[config.mk]
export PLATFORM = sky130hd
export DESIGN_NAME = cdb_arbiter_mux
export DESIGN_NICKNAME = d
export VERILOG_FILES = /design/src/rtl/cdb_arbiter_mux.sv
export SDC_FILE = /design/constraint.sdc
export NUM_CORES = 1
export LEC_CHECK = 0
export ABC_AREA = 1
export BUFFER_PORTS_ARGS = -buffer_cell sky130_fd_sc_hd__buf_4
export CORE_ASPECT_RATIO = 1.5
export CORE_MARGIN = 10
export CORE_UTILIZATION = 40
export DETAILED_ROUTE_END_ITERATION = 16
export PLACE_DENSITY = 0.86
export SLEW_MARGIN = 0
export SYNTH_ARGS = -nofsm -noshare
export SYNTH_HDL_FRONTEND = slang
export SYNTH_SLANG_ARGS = --single-unit
export TNS_END_PERCENT = 1
[constraint.sdc]
create_clock -name clk -period 1.85 [get_ports clk]
set_clock_uncertainty 0.05 [all_clocks]
set_input_delay 0.185 -clock clk [delete_from_list [all_inputs] [get_ports clk]]
set_output_delay 0.185 -clock clk [all_outputs]
set_load 0.01 [all_outputs]
[src/rtl/cdb_arbiter_mux.sv]
// rtl/cdb_arbiter_mux.sv - N-channel round-robin registered multiplexer onto the common data bus
//
// Optional feature macro: CDB_ARB_STATS_EN (adds the stall_cnt output and its counter)
//
// Ports:
//   clk        rising-edge clock
//   rst_n      synchronous active-low reset
//   in_valid   per-channel result valid
//   in_data    channel i data in bits [i*DATA_W +: DATA_W]
//   in_tag     channel i tag in bits [i*TAG_W +: TAG_W]
//   in_ready   one-hot accept towards the granted channel
//   out_valid  output register holds a CDB entry
//   out_data   registered selected data
//   out_tag    registered selected tag
//   out_sel    index of the channel held in the output register
//   out_ready  downstream accepts the entry
//   stall_cnt  saturating count of cycles with out_valid & ~out_ready (CDB_ARB_STATS_EN only)

module cdb_arbiter_mux #(
    parameter int N_CH   = 4,
    parameter int DATA_W = 32,
    parameter int TAG_W  = 4,
    parameter int SEL_W  = $clog2(N_CH)
) (
    input  logic                    clk,
    input  logic                    rst_n,
    input  logic [N_CH-1:0]         in_valid,
    input  logic [N_CH*DATA_W-1:0]  in_data,
    input  logic [N_CH*TAG_W-1:0]   in_tag,
    output logic [N_CH-1:0]         in_ready,
    output logic                    out_valid,
    output logic [DATA_W-1:0]       out_data,
    output logic [TAG_W-1:0]        out_tag,
    output logic [SEL_W-1:0]        out_sel,
    input  logic                    out_ready
`ifdef CDB_ARB_STATS_EN
   ,output logic [15:0]             stall_cnt
`endif
);

    logic                 out_valid_q, out_valid_d;
    logic [DATA_W-1:0]    out_data_q,  out_data_d;
    logic [TAG_W-1:0]     out_tag_q,   out_tag_d;
    logic [SEL_W-1:0]     out_sel_q,   out_sel_d;
    logic [SEL_W-1:0]     rr_ptr_q,    rr_ptr_d;

    logic                 load_en;
    logic                 any_req;
    logic [SEL_W-1:0]     grant;

    // The output register can take a new entry when it is empty or being drained this cycle.
    assign load_en = ~out_valid_q | out_ready;
    assign any_req = |in_valid;

    // Round-robin scan starting at rr_ptr; the index is wrapped explicitly so that
    // non-power-of-2 channel counts never address a channel beyond N_CH-1.
    always_comb begin
        logic found;
        grant = '0;
        found = 1'b0;
        for (int k = 0; k < N_CH; k++) begin
            int               idx;
            logic [SEL_W-1:0] idx_s;
            idx = int'(rr_ptr_q) + k;
            if (idx >= N_CH) begin
                idx = idx - N_CH;
            end
            idx_s = SEL_W'(idx);
            if (!found && in_valid[idx_s]) begin
                grant = idx_s;
                found = 1'b1;
            end
        end
    end

    // Held low during reset so no producer sees an accept that the register will discard.
    always_comb begin
        in_ready = '0;
        if (rst_n && load_en && any_req) begin
            in_ready[grant] = 1'b1;
        end
    end

    always_comb begin
        out_valid_d = out_valid_q;
        out_data_d  = out_data_q;
        out_tag_d   = out_tag_q;
        out_sel_d   = out_sel_q;
        rr_ptr_d    = rr_ptr_q;
        if (load_en) begin
            if (any_req) begin
                out_valid_d = 1'b1;
                out_data_d  = in_data[int'(grant)*DATA_W +: DATA_W];
                out_tag_d   = in_tag[int'(grant)*TAG_W +: TAG_W];
                out_sel_d   = grant;
                rr_ptr_d    = (grant == SEL_W'(N_CH - 1)) ? '0 : grant + 1'b1;
            end else begin
                out_valid_d = 1'b0;
            end
        end
    end

    always_ff @(posedge clk) begin
        if (!rst_n) begin
            out_valid_q <= 1'b0;
            out_data_q  <= '0;
            out_tag_q   <= '0;
            out_sel_q   <= '0;
            rr_ptr_q    <= '0;
        end else begin
            out_valid_q <= out_valid_d;
            out_data_q  <= out_data_d;
            out_tag_q   <= out_tag_d;
            out_sel_q   <= out_sel_d;
            rr_ptr_q    <= rr_ptr_d;
        end
    end

    assign out_valid = out_valid_q;
    assign out_data  = out_data_q;
    assign out_tag   = out_tag_q;
    assign out_sel   = out_sel_q;

`ifdef CDB_ARB_STATS_EN
    logic [15:0] stall_cnt_q, stall_cnt_d;

    always_comb begin
        stall_cnt_d = stall_cnt_q;
        if (out_valid_q && !out_ready && (stall_cnt_q != 16'hFFFF)) begin
            stall_cnt_d = stall_cnt_q + 16'd1;
        end
    end

    always_ff @(posedge clk) begin
        if (!rst_n) begin
            stall_cnt_q <= '0;
        end else begin
            stall_cnt_q <= stall_cnt_d;
        end
    end

    assign stall_cnt = stall_cnt_q;
`endif

endmodule

==> results of run 1 <==
worst reg2reg max path, cell delays in order (launching register included):
cell     delay, ns
dfxtp_4       0.36
inv_2         0.13
nand2_2       0.09
nand2_4       0.11
nand2_4       0.06
nand2_4       0.09
nand2_2       0.06
nand2_2       0.07
nand3_4       0.10
nand2_4       0.11
buf_4         0.11
buf_4         0.11
buf_12        0.15
nand2_1       0.09
nand3_1       0.09
nand2_1       0.05
nand2_1       0.05
nand2_1       0.05
flip-flops by register name (all words and copies together), names as in the netlist:
name and count:
out_tag 4, rr_ptr_q 2, out_valid 1, out_sel 2, out_data 32
cell usage in the layout, fill, tap and decap left out, types with 8 or more instances in the layout:
cell type  Yosys  routed
nand2_1      248     225
buf_4          7     218
nand3_1      108     103
inv_1         64      62
dfxtp_1       41      39
nor2_1        40      36
nand3b_1      20      20
nand2_2        2      17
o21ai_0       18      17
buf_6          5       9
nand2_4        0       8
power by group through the flow:
| stage | logic, µW | clock network (µW) | registers (µW) |
|---|---|---|---|
| after floorplan | 3930 | 0 | 1530 |
| after global placement | 5890 | 0 | 1400 |
| after detailed placement | 6030 | 0 | 1410 |
| after global routing | 7460 | 906 | 1470 |
| after CTS | 6390 | 869 | 1420 |
| final | 6800 | 854 | 1440 |
stage by stage:
stage          setup slack [ns]  cells  util [%]  total power (µW)  cell area (µm²)
5_1_grt                  -0.398    905      66.9              9840             5390
3_3_place_gp            -0.0835    892      61.9              7290             4990
4_1_cts                  -0.277    904      65.2              8680             5250
2_1_floorplan           -0.0507    601         -              5460             3350
3_5_place_dp             -0.148    892      61.9              7440             4990
6_report                 -0.311    905      66.9              9090             5390
metal layers:
| layer | track usage, % | share of wire (%) | wire [µm] |
|---|---|---|---|
| met5 | 0 | 0 | 0 |
| met4 | 9.41 | 3.3 | 478 |
| met3 | 4.28 | 5.6 | 812 |
| met2 | 41.2 | 56 | 8110 |
| met1 | 21.1 | 35 | 5020 |
how the worst max path moves through the flow:
stage                   end  slack, ns  depth (start not counted)
2_1_floorplan   in_ready[1]      -0.05                         12
3_3_place_gp    in_ready[2]      -0.08                         10
3_5_place_dp   out_data[30]      -0.15                         15
4_1_cts         in_ready[3]      -0.28                         13
5_1_grt         in_ready[3]      -0.40                         14
6_report        in_ready[3]      -0.31                         13
cells by family (layout without fill, tap and decap cells):
| family | count (synthesis) | in the layout |
|---|---|---|
| flops | 41 | 41 |
| simple gates | 427 | 427 |
| buf+inv | 108 | 307 |
| compound gates | 24 | 24 |
| fa+ha+maj | 1 | 1 |
what timing repair did:
item | CTS | global route
gates cloned | 0 | 0
setup endpoints to repair | 42 | 43
setup buffers | 5 | 1
endpoints found under the hold margin | 0 | 0
hold buffers | 0 | 0
resized for setup | 26 | 35
pin swaps | 13 | 19
layout make-up:
type	instances	area (µm²)	share of cell area, %
Multi-Input combinational cell	452	2200	40.8
Timing Repair Buffer	231	1820	33.7
Sequential cell	41	828	15.4
Inverter	69	272	5.03
Clock buffer	7	143	2.64
Tap cell	105	131	2.44
==> results.yml, run 1 <==
setup_path:
  cp_cell_sequence: "inv_6, nand2_1, nand2_2, nand2_2, inv_1, a21boi_2, nand2_2, nor2_4, inv_4, ha_4, inv_2, nor2_2, buf_4"
  reg2reg_depth: 17
  critPathSlowestCell: "dfxtp_4"
  rr_startpoint: "rr_ptr_q[1]"
  cp_data_required_time_ns: 1.62
  r2r_end: "out_data[30]"
  worst_path_most_repeated_cell: "nand2_2"
  setup.worst_path.start_class: "register"
  critPathArrivalTime_ns: 1.93
  path_buf_inv: 5
  worstSetupStartpoint: "rr_ptr_q[0]"
  cp_top_family: "simple AND/OR/NAND/NOR gates"
  critPathMaxFanout: 10
  timing.reg2reg.setup_slack_ns: -0.19
  critPathCaptureType: "output port"
  cp_slowest_stage_delay_ns: 0.40
  critPathKind: "reg -> out"
yosys:
  synth-warning-count: 0
  synth.avg_cell_area_um2: 5.52
  synth.most_common_cell: "nand2_1"
  yosysUniqueCellTypes: 29
  synth_fa_ha_area_share_pct: 0.377
  synth.yosys.seq_area_share_pct: 24.7
  async_flop_share_pct: 0
  syn_nets: 753
  synth.cell_area_mm2: 0.00332
  synthMuxAreaShare_pct: 0
  synth_top_cell_by_area: "nand2_1"
  synth_top_family_by_area: "simple AND/OR/NAND/NOR gates"
  synth_compound_area_share_pct: 3.85
  synth-simple-area-share_pct: 56.5
  syn-instance-count: 601
  synth_common_cells: "nand2_1 (248), nand3_1 (108), inv_1 (64), dfxtp_1 (41), nor2_1 (40)"
  synth_top_flop_cell: "dfxtp_1"
  synth_edf_count: 0
  synth_area_leaders: "nand2_1 (28%), dfxtp_1 (25%), nand3_1 (16%)"
  synth_top_area_share_pct: 28.1
  synth_xor_area_share_pct: 0
  ys_ff_latch: 41
finish:
  drive_gt1_share_pct: 36.4
  diodes: 0
  n_fill_cell: 689
  area_delta_synth_final_pct: 62.6
  nets: 952
route:
  wl_per_cell_um: 15.9
  drt_pass1_iterations: 5
  dr.first_iter.drc_count: 292
  drc: 0
  num_vias: 4572
  antenna_left: 0
  wl_um: 14400
  routed_via_density: 5.05
timing:
  fin_crit_ns: 2.16
  report.final.slew_viol_count: 0
  finalSetupTns_ns: -6.28
  slew_headroom_pct: 72.7
  tightest_slew_ns: 0.410
  grt_setup_unrepaired: "yes"
  hold_slack_ns: 0.153
  setup_ws_ns: -0.311
  hold_viol_final: 0
  setup_viol: 41
  fin_crit_sh_pct: 117
  clock.fmax_mhz: 463
pwr:
  switching_share_pct: 49.6
  switching_power_uw: 4510
  p_comb_share_pct: 74.8
  vdd_drop_max_v: 0.00112
  pwr-share-clk_pct: 9.4
  power.leakage_uw: 0.00313
  power.density_mw_per_mm2: 1690
  internal-power_uw: 4580
  p_seq_share_pct: 15.8
floorplan:
  start_util_pct: 41.2
  core-area_mm2: 0.00806
  rows: 40
  dieArea_mm2: 0.0124
  ios: 194
  die_x_um: 94.4
  die_h_um: 132
status:
  outcome: "finished with violations"
  failed_checks: "setup timing"
global_routing:
  grt_pass1_wl_um: 22100
  grt_start_max_net_pins: 40
  grt_usage_pct: 21.6
  grt_pass1_vias: 4641
  antenna_found_initial: 0
  grt-ovfl-total: 0
clock_tree:
  clkLatencyLatePin_ns: 0.28
  htree_levels: 2
  cts_tree: "done"
  cts.sinks: 41
  cts_root_buf: "clkbuf_16"
  clockBufferDepth: 2
  cts_buffers: 5
  clkSlewWorstSetupHoldPaths_ns: 0.06
place:
  hpwl_um: 10900
  place.gp.congestion: 0.855
  portBuffers: 193
hold_path:
  hold_path_end: "out_sel[1]"
  min_path_type: "in -> reg"
  min_from: "rst_n"
  hold_depth: 3
run:
  cap_violations: 0
Power figures use the tool's default switching activity.
==> inputs of run 2 (changes only) <==
- CTS_BUF_LIST: not set -> sky130_fd_sc_hd__clkbuf_8
==> results.yml, run 2 (synthesis results as in run 1) <==
timing:
  fin_crit_sh_pct: 121
  tightest_slew_ns: 0.398
  fin_crit_ns: 2.24
  hold_viol_final: 0
  hold_slack_ns: 0.134
  grt_setup_unrepaired: "yes"
  report.final.slew_viol_count: 0
  setup_viol: 42
  setup_ws_ns: -0.391
  slew_headroom_pct: 73.5
  clock.fmax_mhz: 446
run:
  cap_violations: 0
clock_tree:
  clockBufferDepth: 2
  cts.sinks: 41
  cts_buffers: 5
  htree_levels: 2
  cts_tree: "done"
  cts_root_buf: "clkbuf_8"
  cts-hold-fix-buffers: 0
  clkLatencyLatePin_ns: 0.29
  clkSlewWorstSetupHoldPaths_ns: 0.08
finish:
  final_cell_area_mm2: 0.00534
  drive_gt1_share_pct: 36.2
  largest_register_ffs: 32
  nets: 953
  final_common_cell: "nand2_1"
  final_cell_mix: "nand2_1 (224), buf_4 (218), nand3_1 (105)"
  area_delta_synth_final_pct: 61.1
  diodes: 0
floorplan:
  rows: 40
  die_x_um: 94.4
  die_h_um: 132
  ios: 194
  core-area_mm2: 0.00806
  dieArea_mm2: 0.0124
  start_util_pct: 41.2
setup_path:
  cp_data_required_time_ns: 1.62
  critPathCaptureType: "output port"
  rr_startpoint: "rr_ptr_q[0]"
  critPathMaxFanout: 5
  critPathArrivalTime_ns: 2.01
  critPathKind: "reg -> out"
  crit_end: "in_ready[3]"
  timing.reg2reg.setup_slack_ns: -0.25
  r2r_end: "out_data[8]"
  setup.worst_path.start_class: "register"
  worstSetupStartpoint: "rr_ptr_q[0]"
  reg2reg_depth: 13
global_routing:
  grt_pass1_wl_um: 22100
  grt_start_max_net_pins: 40
  grt-ovfl-total: 0
  antenna_found_initial: 0
  grt_usage_pct: 21.5
  grt_pass1_vias: 4615
route:
  wl_um: 14600
  wl_per_cell_um: 16.1
  dr.first_iter.drc_count: 260
  routed_via_density: 5.06
  num_vias: 4588
  antenna_left: 0
  drc: 0
  drt_pass1_iterations: 5
hold_path:
  min_path_type: "in -> reg"
  min_from: "rst_n"
  hold_depth: 3
pwr:
  power.density_mw_per_mm2: 1660
  power.leakage_uw: 0.00311
  vdd_drop_max_v: 0.00113
status:
  failed_checks: "setup timing"
  outcome: "finished with violations"
place:
  place.gp.congestion: 0.855
  place_ws_ns: -0.148
  hpwl_um: 10900
  portBuffers: 193
  dpl_cell_area_mm2: 0.00499
## run 2: cell types whose count changed in the layout (fill, tap and decap cells not counted), sizes merged
cell / change
clkbuf: -1
inv: +1
buf: +1
## run 2: worst max-delay path, cell delays in order, from the launching register on
cell and delay, ns:
dfxtp_4 0.38, nand2_1 0.16, nand3_4 0.12, buf_4 0.15, a21boi_2 0.16, nand2_2 0.08, nor2_4 0.21, inv_4 0.08
ha_4 0.16, inv_2 0.04, nor2_2 0.03, buf_4 0.13
## run 2: final cells by class
cell class | instances | area [µm²]
timing repair buffer | 232 | 1840
clock buffer | 6 | 82.6
sequential | 41 | 828
fill | 698 | 2710
multi-input combinational | 452 | 2190
inverter | 69 | 274
tap | 105 | 131
clock inverter | 1 | 3.75
## run 2: power breakdown
| group | total (µW) | leakage [µW] | internal [µW] | switching [µW] |
|---|---|---|---|---|
| logic | 6860 | 0.00272 | 2880 | 3980 |
| registers | 1440 | 0.000342 | 1230 | 208 |
| clock network | 594 | 0.0000485 | 291 | 303 |
| total | 8890 | 0.00311 | 4400 | 4490 |
## run 2: per-stage QoR
step / TNS (ns) / std cells / total power (µW) / util [%]
2_1_floorplan: -0.137 / 601 / 5460 / -
3_3_place_gp: -1.10 / 892 / 7290 / 61.9
3_5_place_dp: -3.37 / 892 / 7440 / 61.9
4_1_cts: -3.68 / 904 / 8440 / 64.5
5_1_grt: -13.15 / 906 / 9640 / 66.3
6_report: -8.46 / 906 / 8890 / 66.3
## run 2: routing by layer
metal / GRT usage (%) / vias up / wire [µm] / part of all wire (%)
met5: 0 / - / 0 / 0
met1: 21.0 / 2078 / 5030 / 35
li1: - / 2266 / - / -
met3: 4.79 / 45 / 921 / 6.3
met4: 8.90 / 0 / 513 / 3.5
met2: 41.0 / 199 / 8100 / 56
## run 2: worst min path at each step
stage / end
final: out_sel[1]
after global routing: out_sel[1]
after CTS: out_sel[1]
after detailed placement: out_sel[1]
after global placement: out_sel[1]
after floorplan: out_sel[1]
## run 2: timing repair
action                     CTS  global route
resized for setup           28            34
pin swaps                   13            16
setup endpoints to repair   43            43
setup buffers                5             2
==> inputs of run 3 (changes only) <==
- ABC_AREA: 1 -> not set
- CORE_ASPECT_RATIO: 1.5 -> not set
- PLACE_DENSITY: 0.86 -> 0.89
==> results.yml, run 3 <==
finish:
  nets: 689
  final_cell_mix: "buf_4 (221), nand3_1 (40), dfxtp_1 (39)"
  finish.utilization_pct: 68.1
  largest_register_ffs: 32
  final_cell_area_mm2: 0.00491
  area_delta_synth_final_pct: 66.4
  final_common_cell: "buf_4"
  diodes: 0
  drive_gt1_share_pct: 55.0
place:
  portBuffers: 193
  place.gp.congestion: 0.895
  hpwl_um: 10100
  dpl_cell_area_mm2: 0.00459
setup_path:
  cp_data_required_time_ns: 1.99
  reg2reg_depth: 7
  critPathSlowestCell: "dfxtp_2"
  cp_slowest_stage_delay_ns: 0.37
  critPathKind: "reg -> reg"
  r2r_end: "out_data[18]"
  critPathArrivalTime_ns: 2.05
  timing.reg2reg.setup_slack_ns: -0.06
  critPathCaptureType: "register"
  cp_cell_sequence: "nand2b_4, a21oi_4, a211oi_4, buf_6, buf_16, mux2_2, a221o_1"
  critPathMaxFanout: 12
  cp_top_family: "compound AO/OA/AOI/OAI gates"
  rr_startpoint: "rr_ptr_q[0]"
  path_buf_inv: 2
  setup.worst_path.start_class: "register"
yosys:
  synth_area_leaders: "dfxtp_1 (28%), mux2_2 (13%), a221o_1 (6.8%)"
  ys_ff_latch: 41
  synth.yosys.seq_area_share_pct: 27.8
  synth_edf_count: 0
  async_flop_share_pct: 0
  synth.avg_cell_area_um2: 8.81
  syn-instance-count: 335
  synth_common_cells: "dfxtp_1 (41), nand3_1 (40), mux2_2 (35), clkbuf_1 (21), o21ai_0 (21)"
  synth.most_common_cell: "dfxtp_1"
  synth_top_flop_cell: "dfxtp_1"
  syn_nets: 487
  synth_top_area_share_pct: 27.8
  synth-warning-count: 0
  synth.cell_area_mm2: 0.00295
  synth_top_cell_by_area: "dfxtp_1"
  yosysUniqueCellTypes: 34
global_routing:
  grt_pass1_vias: 4055
  grt_pass1_wl_um: 20400
  antenna_found_initial: 0
  met2_usage_pct: 40.2
  grt-ovfl-total: 0
  busiest_layer: "met2"
  use_met3_pct: 6.52
  grt_start_max_net_pins: 30
  grtUsageMet1_pct: 23.0
  grt_usage_pct: 21.7
hold_path:
  hold_path_end: "out_data[25]"
  min_path_type: "in -> reg"
  min_from: "in_data[25]"
  hold_depth: 2
timing:
  tightest_slew_ns: 0.368
  fin_crit_ns: 1.91
  setup_viol: 21
  fin_crit_sh_pct: 103
  report.final.slew_viol_count: 0
  hold_viol_final: 0
  setup_ws_ns: -0.0551
  grt_setup_unrepaired: "yes"
  clock.fmax_mhz: 525
  slew_headroom_pct: 75.3
status:
  failed_checks: "setup timing"
  outcome: "finished with violations"
floorplan:
  ios: 194
  start_util_pct: 40.9
  rows: 31
  die_x_um: 106
  die_h_um: 106
  core-area_mm2: 0.00721
  dieArea_mm2: 0.0112
route:
  drc: 0
  wl_um: 13200
  num_vias: 3692
  wl_per_cell_um: 20.6
  antenna_left: 0
  dr.first_iter.drc_count: 236
  routed_via_density: 5.80
  drt_pass1_iterations: 4
clock_tree:
  clkSlewWorstSetupHoldPaths_ns: 0.09
  clkLatencyLatePin_ns: 0.29
  cts_root_buf: "clkbuf_8"
  cts.sinks: 41
  cts_buffers: 5
  cts-hold-fix-buffers: 0
  htree_levels: 2
  cts_tree: "done"
  clockBufferDepth: 2
pwr:
  internal-power_uw: 2320
  vdd_drop_max_v: 0.000284
  power.leakage_uw: 0.00228
  pwr-share-clk_pct: 19.4
  switching_share_pct: 33.8
  switching_power_uw: 1180
  p_seq_share_pct: 32.1
  power.density_mw_per_mm2: 713
  p_comb_share_pct: 48.5
run:
  cap_violations: 0
## run 3: cell types whose count changed after synthesis, sizes merged, moves of 20 or more
cell / delta
nor2: -41
inv: -65
a221o: +20
nand2: -242
nand3b: -20
nand3: -70
mux2: +36
## run 3: cell families (layout without fill, tap and decap cells)
group / Yosys count / after routing / share of synthesized area, %
multiplexers: 36 / 36 / 13.7
flip-flops: 41 / 41 / 27.8
adder cells (fa/ha/maj): 1 / 1 / 0.424
buffers and inverters: 43 / 246 / 7.20
AO/OA/AOI/OAI: 140 / 140 / 37.1
AND/OR/NAND/NOR: 74 / 74 / 13.8
## run 3: final cells by class
cell class,count,area [µm²]
Fill cell,585,2300
Tap cell,99,124
Multi-Input combinational cell,251,2000
Sequential cell,41,823
Clock buffer,7,96.3
Clock inverter,1,5.00
Timing Repair Buffer,234,1850
Inverter,4,17.5
## run 3: how the worst max path moves through the flow
stage | from | cells after the start | slack [ns] | to
after CTS | rr_ptr_q[0] | 8 | -0.04 | in_ready[0]
final | rr_ptr_q[0] | 7 | -0.06 | out_data[18]
after global routing | rr_ptr_q[0] | 8 | -0.09 | in_ready[3]
after detailed placement | in_valid[0] | 7 | -0.07 | out_data[8]
after global placement | in_valid[0] | 7 | 0.007 | out_data[10]
after floorplan | rr_ptr_q[1] | 8 | 0.02 | out_data[1]
## run 3: per-stage QoR
stage / std cells / setup TNS (ns) / total power [µW] / setup slack, ns / hold slack [ns]
after floorplan: 335 / 0 / 1920 / 0.0223 / 0.274
after global placement: 618 / 0 / 2600 / 0.00681 / 0.357
after detailed placement: 618 / -0.801 / 2660 / -0.0674 / 0.363
after CTS: 637 / -0.175 / 3470 / -0.0405 / 0.0518
after global routing: 637 / -1.35 / 3680 / -0.0861 / 0.0446
final: 637 / -0.597 / 3500 / -0.0551 / 0.0563
## run 3: worst reg2reg max path, cell delays in order (launching register included)
cell	delay, ns
dfxtp_2	0.37
nand2b_4	0.14
a21oi_4	0.06
a211oi_4	0.24
buf_6	0.17
buf_16	0.15
mux2_2	0.34
a221o_1	0.29
## run 3: repair_timing
action | in CTS | in global routing
setup endpoints to repair | 38 | 32
cloned | 1 | 0
resized for setup | 21 | 8
setup buffers | 10 | 0
pin swaps | 5 | 3
## run 3: power groups by stage
stage	clock, µW	combinational [µW]	sequential, µW
2_1_floorplan	0	729	1190
3_5_place_dp	0	1520	1140
3_3_place_gp	0	1470	1130
4_1_cts	691	1660	1120
6_report	680	1700	1120
5_1_grt	726	1820	1140
## run 3: layer usage
layer	up-vias	wire length (µm)	share of wire, %
li1	1707	-	-
met1	1749	4940	38
met2	203	6810	52
met3	33	1030	7.8
met4	0	366	2.8
met5	-	0	0
